--- config.mk ---
export PLATFORM = sky130hd
export DESIGN_NAME = module_instruction_fetch
export DESIGN_NICKNAME = d
export VERILOG_FILES = /design/src/rtl/module_instruction_fetch.sv
export SDC_FILE = /design/constraint.sdc
export NUM_CORES = 1
export LEC_CHECK = 0
export BUFFER_PORTS_ARGS = -buffer_cell sky130_fd_sc_hd__buf_4
export CAP_MARGIN = 10
export CORE_ASPECT_RATIO = 0.7
export CORE_MARGIN = 1
export CORE_UTILIZATION = 40
export DETAILED_ROUTE_END_ITERATION = 7
export HOLD_SLACK_MARGIN = 0.02
export PLACE_DENSITY_LB_ADDON = 0.2
export SYNTH_ARGS = -nofsm -noshare
export SYNTH_HDL_FRONTEND = slang
export SYNTH_SLANG_ARGS = --single-unit
--- constraint.sdc ---
create_clock -name clk -period 4.9 [get_ports clk]
set_input_delay 0.245 -clock clk [delete_from_list [all_inputs] [get_ports clk]]
set_output_delay 0.245 -clock clk [all_outputs]
set_load 0.03 [all_outputs]
--- src/rtl/module_instruction_fetch.sv ---
// Instruction fetch stage: owns the PC, issues word reads under a credit limit and
// buffers in-order responses in a prefetch FIFO feeding the decoder.
module module_instruction_fetch #(
   parameter int unsigned              INSTRUCTION_WIDTH = 32,
   parameter int unsigned              ADDRESS_WIDTH     = 32,
   parameter logic [ADDRESS_WIDTH-1:0] RESET_PC          = '0,
   parameter int unsigned              FIFO_DEPTH        = 4
) (
   input  logic                         clk,
   input  logic                         rst_n,
   output logic                         imem_req,
   output logic [ADDRESS_WIDTH-1:0]     imem_addr,
   input  logic                         imem_gnt,
   input  logic                         imem_rvalid,
   input  logic [INSTRUCTION_WIDTH-1:0] imem_rdata,
   input  logic                         redirect,
   input  logic [ADDRESS_WIDTH-1:0]     redirect_pc,
   output logic                         instr_valid,
   input  logic                         instr_ready,
   output logic [INSTRUCTION_WIDTH-1:0] instruction,
   output logic [ADDRESS_WIDTH-1:0]     instr_pc
);

   localparam int unsigned PW = $clog2(FIFO_DEPTH);
   localparam int unsigned CW = PW + 1;
   localparam logic [CW:0] DepthW = (CW + 1)'(FIFO_DEPTH);
   localparam logic [ADDRESS_WIDTH-1:0] Step = ADDRESS_WIDTH'(4);

   typedef logic [CW-1:0] cnt_t;
   typedef logic [PW-1:0] ptr_t;

   logic [ADDRESS_WIDTH-1:0]     pc_q, pc_d, resp_pc_q, resp_pc_d;
   cnt_t                         count_q, count_d, outstanding_q, outstanding_d;
   cnt_t                         drop_q, drop_d, out_acc, drop_acc;
   ptr_t                         wr_ptr_q, wr_ptr_d, rd_ptr_q, rd_ptr_d;
   logic                         run_q;
   logic [INSTRUCTION_WIDTH-1:0] fifo_instr_q [FIFO_DEPTH];
   logic [ADDRESS_WIDTH-1:0]     fifo_pc_q    [FIFO_DEPTH];
   logic [CW:0]                  credit_sum;
   logic                         issue, resp_drop, push, pop;

   // run_q holds requests off while reset is asserted without a path from rst_n.
   assign credit_sum = {1'b0, outstanding_q} + {1'b0, drop_q} + {1'b0, count_q};
   assign imem_req   = run_q && (credit_sum < DepthW);
   assign imem_addr  = pc_q;
   assign issue      = imem_req && imem_gnt;
   assign resp_drop  = imem_rvalid && (drop_q != '0);
   assign push       = imem_rvalid && (drop_q == '0) && (outstanding_q != '0);

   assign instr_valid = (count_q != '0);
   assign pop         = instr_valid && instr_ready;
   assign instruction = instr_valid ? fifo_instr_q[rd_ptr_q] : '0;
   assign instr_pc    = instr_valid ? fifo_pc_q[rd_ptr_q] : '0;

   always_comb begin
      out_acc       = outstanding_q + cnt_t'(issue) - cnt_t'(push);
      drop_acc      = drop_q - cnt_t'(resp_drop);
      pc_d          = issue ? pc_q + Step : pc_q;
      resp_pc_d     = push ? resp_pc_q + Step : resp_pc_q;
      count_d       = count_q + cnt_t'(push) - cnt_t'(pop);
      wr_ptr_d      = push ? wr_ptr_q + ptr_t'(1) : wr_ptr_q;
      rd_ptr_d      = pop ? rd_ptr_q + ptr_t'(1) : rd_ptr_q;
      outstanding_d = out_acc;
      drop_d        = drop_acc;
      if (redirect) begin
         // Everything still in flight, including a grant this cycle, must be discarded.
         pc_d          = {redirect_pc[ADDRESS_WIDTH-1:2], 2'b00};
         resp_pc_d     = {redirect_pc[ADDRESS_WIDTH-1:2], 2'b00};
         count_d       = '0;
         wr_ptr_d      = '0;
         rd_ptr_d      = '0;
         drop_d        = out_acc + drop_acc;
         outstanding_d = '0;
      end
   end

   always_ff @(posedge clk) begin
      if (!rst_n) begin
         pc_q          <= RESET_PC;
         resp_pc_q     <= RESET_PC;
         count_q       <= '0;
         wr_ptr_q      <= '0;
         rd_ptr_q      <= '0;
         outstanding_q <= '0;
         drop_q        <= '0;
         run_q         <= 1'b0;
      end else begin
         pc_q          <= pc_d;
         resp_pc_q     <= resp_pc_d;
         count_q       <= count_d;
         wr_ptr_q      <= wr_ptr_d;
         rd_ptr_q      <= rd_ptr_d;
         outstanding_q <= outstanding_d;
         drop_q        <= drop_d;
         run_q         <= 1'b1;
      end
   end

   always_ff @(posedge clk) begin
      if (push) begin
         fifo_instr_q[wr_ptr_q] <= imem_rdata;
         fifo_pc_q[wr_ptr_q]    <= resp_pc_q;
      end
   end

   // A response with nothing in flight breaks the memory protocol; its data is ignored.
   a_resp_expected : assert property (@(posedge clk) disable iff (!rst_n)
      imem_rvalid |-> ((outstanding_q != '0) || (drop_q != '0)));

endmodule
# == Yosys cells after proc, flatten, opt, wreduce, memory -nomap -nowiden ==
# Memories as Yosys holds them, arrays and structs flattened. A register that Yosys moved wholly into a read port is not among the register bits.
# Index checks and enable logic that the tools add are counted.
# totals
ramBits,256
in_bits,70
mem_count,2
mem_bits_ro,0
out_inout_bits,98
ff_bits,78
latch_bits,0
elab_cells,53
# memory_table
name,words,width,read_ports,rd_ports_with_merged_regs,write_ports,line,text
fifo_instr_q,4,32,1,1,1,37,logic [INSTRUCTION_WIDTH-1:0] fifo_instr_q [FIFO_DEPTH];
fifo_pc_q,4,32,1,1,1,38,logic [ADDRESS_WIDTH-1:0] fifo_pc_q [FIFO_DEPTH];
# op_classes
n_bitwise,1
shift,0
order_cmp,1
n_eq_ne,0
reduce_logical,13
add_sub_neg,12
n_div,0
mux,14
multipliers,0
# ops
operator,n
32-bit two-way mux,6
32-bit by 3-bit adder with 32-bit output (second input constant),2
3-bit nonzero test,3
3-bit by 1-bit subtractor with 3-bit output,3
2-bit two-way mux,4
3-bit by 1-bit adder with 3-bit output,2
1-bit logical AND,6
2-bit by 1-bit adder with 2-bit output (second input constant),2
3-bit by 3-bit adder with 4-bit output,1
4-bit by 3-bit adder with 4-bit output,1
4-bit by 3-bit < comparator with 1-bit output (second input constant),1
2-bit nonzero test,2
3-bit adder,1
3-bit logical NOT,1
1-bit two-way mux,3
3-bit two-way mux,1
2-bit OR reduction,1
1-bit inverter,1

# == Longest topological paths before layout ==
# logic_depth
depth_word,9
depth_mapped,18
depth_no_buf,16

# == Worst setup path after synthesis ==
# No wires, ideal clock.
# synth_path
path_type,register to register
from,reg count_q[1]
to,reg drop_q[2]
setup_time_ps,121
synth_period_minus_slack_ps,4357
arrival_ps,4237
n_path_buf,2
required_ps,4779
stages_incl_launch_ff,19
path_slack_ps,543
path_cell_list,dfxtp_1 inv_1 fa_1 or2_2 fa_1 and3_1 clkbuf_1 nand2_1 clkbuf_1 ha_1 inv_1 ha_1 inv_1 fa_1 inv_1 fa_1 xnor2_1 and3_1 nor3_1
# synth_between
elab_chain_len,8
# synth_lines
element,line,text
"start, declared",33,"cnt_t count_q, count_d, outstanding_q, outstanding_d;"
"start signal, assigned",90,count_q <= count_d;
4-bit by 3-bit adder with 4-bit output,43,"assign credit_sum = {1'b0, outstanding_q} + {1'b0, drop_q} + {1'b0, count_q};"
4-bit by 3-bit < comparator with 1-bit output,44,assign imem_req = run_q && (credit_sum < DepthW);
1-bit logical AND,44,
1-bit logical AND,46,assign issue = imem_req && imem_gnt;
3-bit by 1-bit adder with 3-bit output,56,out_acc = outstanding_q + cnt_t'(issue) - cnt_t'(push);
3-bit by 1-bit subtractor with 3-bit output,56,
via out_acc[1],34,"cnt_t drop_q, drop_d, out_acc, drop_acc;"
3-bit adder,72,drop_d = out_acc + drop_acc;
3-bit two-way mux,65,if (redirect) begin
"end signal, assigned",94,drop_q <= drop_d;
"end, declared",34,
# The timed path passes the listed nets, and every way through them passes these cells.
# A chain may end at the register's enable or synchronous reset.

# == Worst setup path after layout ==
# Ends and elaborated chain as after synthesis.

==> metrics.md <==
| Metric | Value |
|---|---|
| Hold/Removal Path Class | `in2reg` |
| Max-cap viol count | `0` |
| Initial antenna violation count | `0` |
| ANT nets after route | `0` |
| Tcrit/Tclk final | `84.6%` |
| Final Max Slew Viols | `0` |
| PwrDens | `378 nW/um^2` |
| Adder-cell area share of the yosys netlist | `2.12%` |
| Die extent in y | `158 um` |
| Switching share of power | `24.3%` |
| Final core utilization | `about 50%` |
| Final net count | `1228` |
| Peak supply drop | `190 uV` |
| GRT Total Usage | `19.0%` |
| Starting Density | `41.1%` |
| Port Buffers | `161` |
| Final setup skew | `about 22 ps` |
| Postcts setup bufs | `0` |
| Synth Area in XOR/XNOR | `1.54%` |
| Post_cts resized | `0` |
| TNS Setup | `0 ps` |
| Met2 Use GR | `29.1%` |
| Vias in the first global route | `between 8000 and 9000` |
| Critical path required time | `5330 ps` |
| Worst EP arrival | `4570 ps` |
| Synth Register Bits | `roughly 320` |
| Largest net degree at the start of global routing | `65` |
| CP startpoint kind | `flip-flop` |
| Fin cells | `1627` |
| Most frequent cells after synthesis | `248 x edfxtp_1, 76 x and2_1, 76 x dfxtp_1, 62 x mux4_2, 40 x clkbuf_1` |
| Post-synth EDFFs | `about 250` |
| Share of cells above drive strength 1 | `26.7%` |
| RSZ-0062 raised after global routing | `false` |
| First-pass DRT Iterations | `5` |
| Overflow after GRT | `0` |
| Status | `completed` |
| Seq/Total Area, Yosys | `64.4%` |
| Synth top area share | `53.5%` |
| Synth Area in Compound Gates | `6.50%` |
| Measured slew at the worst slew-check pin | `937 ps` |
| CTS buffer count | `34` |
| TritonCTS Sinks | `324` |
| Dominant cell type by area after synthesis | `edfxtp_1` |
| Tot Pwr | `6.44 mW` |
| Slew HR | `37.5%` |
| CTS tree | `yes` |
| Largest family of logic cells by synthesized area | `simple AND/OR/NAND/NOR gates` |
| Htree depth | `2` |
| Clk buf depth | `3` |
| Post-synthesis cell area | `approximately 14000 um^2` |
| Grt met3 use | `2.99%` |
| First-pass GRT wire length | `51000 um` |
| Lkg Pwr | `approximately 5.9 nW` |
| Final setup viols | `0` |
| Remaining DRCs | `0` |
| Final WL | `33300 um` |
| Syn avg cell area | `14.7 um^2` |
| Maximum clock rate | `between 200 and 250 MHz` |
| Seq pwr share | `48.9%` |
| Post-Synth Simple-Gate Area | `13.1%` |
| Crit path capture type | `flip-flop` |
| Clock transition at path regs | `60 ps` |
| Grt peak-use layer | `met2` |
| Synth area leaders | `edfxtp_1 53%, dfxtp_1 11%, mux4_2 10%` |
| Syn. warnings | `0` |
| Fin. Hold Viols | `0` |
| Clock power share | `39.8%` |
| Mux cell area share after synthesis | `10.1%` |
| Placed Cells | `1534` |
| Sw Pwr | `1.57 mW` |
| Asr flop ratio synth | `0%` |
| Row count | `56` |
| WL/cell | `20.5 um` |
| Met1 Usage GRT | `28.0%` |
| Worst-Skew Late Latency | `520 ps` |
| Core box area | `33900 um^2` |
| Via density | `5.48` |
| Critical path type | `reg2reg` |
| Antenna cells | `0` |
| Die W | `around 230 um` |
| Synth Instances | `946` |
| Layout Area Growth over Synthesis | `22.3%` |
| Final worst path period need | `4150 ps` |
| Top-count cell post-synth | `edfxtp_1` |
| Top FF cell, synth | `edfxtp_1` |
| Int Power | `4.88 mW` |
| Synth cell types | `59` |
| Total vias in the final route | `approximately 8900` |
| DR iter-0 viols | `800` |
| Gpl congestion | `0.834` |
| Combinational fraction of design power | `11.3%` |
| Die ar. | `35600 um^2` |
| I/O pin cnt | `between 150 and 200` |
| CP max FO | `4` |
| DPL Wire Length | `21500 um` |
| Root buf cell | `clkbuf_16` |
| Cts hold-fix bufs | `32` |
[cell families after synthesis]
group                      Yosys count
xor gates and xnor gates            22
other                                1
adders and majority gates           20
buffers and inverters               76
AOI/OAI and AO/OA                  140
and+or+nand+nor                    300
DFF                                324
muxes                               63
[metrics by stage]
step	area [um^2]	setup slack [ps]	hold WS (ps)
6_report	17000	752	75.8
5_1_grt	17000	428	69.2
4_1_cts	17000	751	56.0
3_5_place_dp	15600	817	451
3_3_place_gp	15600	828	450
2_1_floorplan	13900	543	273
[power by group through the flow]
| stage | Sequential, mW | Combinational, mW | Clock, mW |
|---|---|---|---|
| CTS | 3.15 | 0.736 | 2.63 |
| global route | 3.16 | 0.796 | 2.74 |
| global placement | 3.20 | 0.701 | 0 |
| detailed placement | 3.21 | 0.711 | 0 |
| finish | 3.15 | 0.727 | 2.57 |
| floorplan | 3.21 | 0.433 | 0 |
[critical path, cell delays in order, from the launching register on]
cell     delay, ps
dfxtp_1        420
inv_1           90
fa_1           460
or2_2          310
fa_1           540
and3_1         200
nand2_1         80
ha_1           270
inv_1           50
ha_1           130
inv_1           50
fa_1           500
inv_1           60
fa_1           420
xnor2_1        200
a21oi_1         90
nor3_1         180
[area by class of cell]
| class | count | area (um^2) |
|---|---|---|
| tap | 464 | 581 |
| sequential | 324 | 8970 |
| multi-input combinational | 549 | 4660 |
| inverter | 21 | 78.8 |
| clock buffer | 41 | 908 |
| timing repair buffer | 208 | 1640 |
| clock inverter | 20 | 195 |
| fill | 2944 | 16900 |
[per-layer routing]
metal / up-vias / wire length [um]
met2: 284 / 15000
met4: 0 / 596
met1: 4448 / 15700
li1: 4130 / -
met5: - / 0
met3: 47 / 1920
[cells in the final DEF, fill, tap and decap left out, types with 15 or more instances in the layout]
cell	instances
nor3_1	18
nor2_1	27
o21ai_0	39
nand4_1	21
mux4_2	62
a21oi_1	21
nand2_1	38
dlygate4sd3_1	32
or4_1	16
a31oi_1	25
inv_1	20
nand3_1	24
buf_4	176
dfxtp_1	74
nor4_1	15
and2_1	76
clkbuf_16	35
edfxtp_1	248
[worst paths after layout]
check	start	to	cells past startpoint	slack [ps]
setup / recovery	count_q[1]$_SDFF_PP0_	drop_q[2]$_SDFF_PN0_	16	750
hold / removal	rst_n	run_q$_DFF_P_	1	80
setup reg to reg	count_q[1]$_SDFF_PP0_	drop_q[2]$_SDFF_PN0_	16	750
hold reg to reg	wr_ptr_q[1]$_SDFFE_PP0P_	wr_ptr_q[1]$_SDFFE_PP0P_	2	510
[flip-flops by register name, summed over array words and instances, names as in the netlist, named ones only]
name / count
count_q: 3
drop_q: 3
fifo_instr_q: 128
fifo_pc_q: 120
imem_addr: 30
outstanding_q: 3
rd_ptr_q: 2
resp_pc_q: 30
run_q: 1
wr_ptr_q: 2
Note: power is estimated with default switching activity, not from simulation.
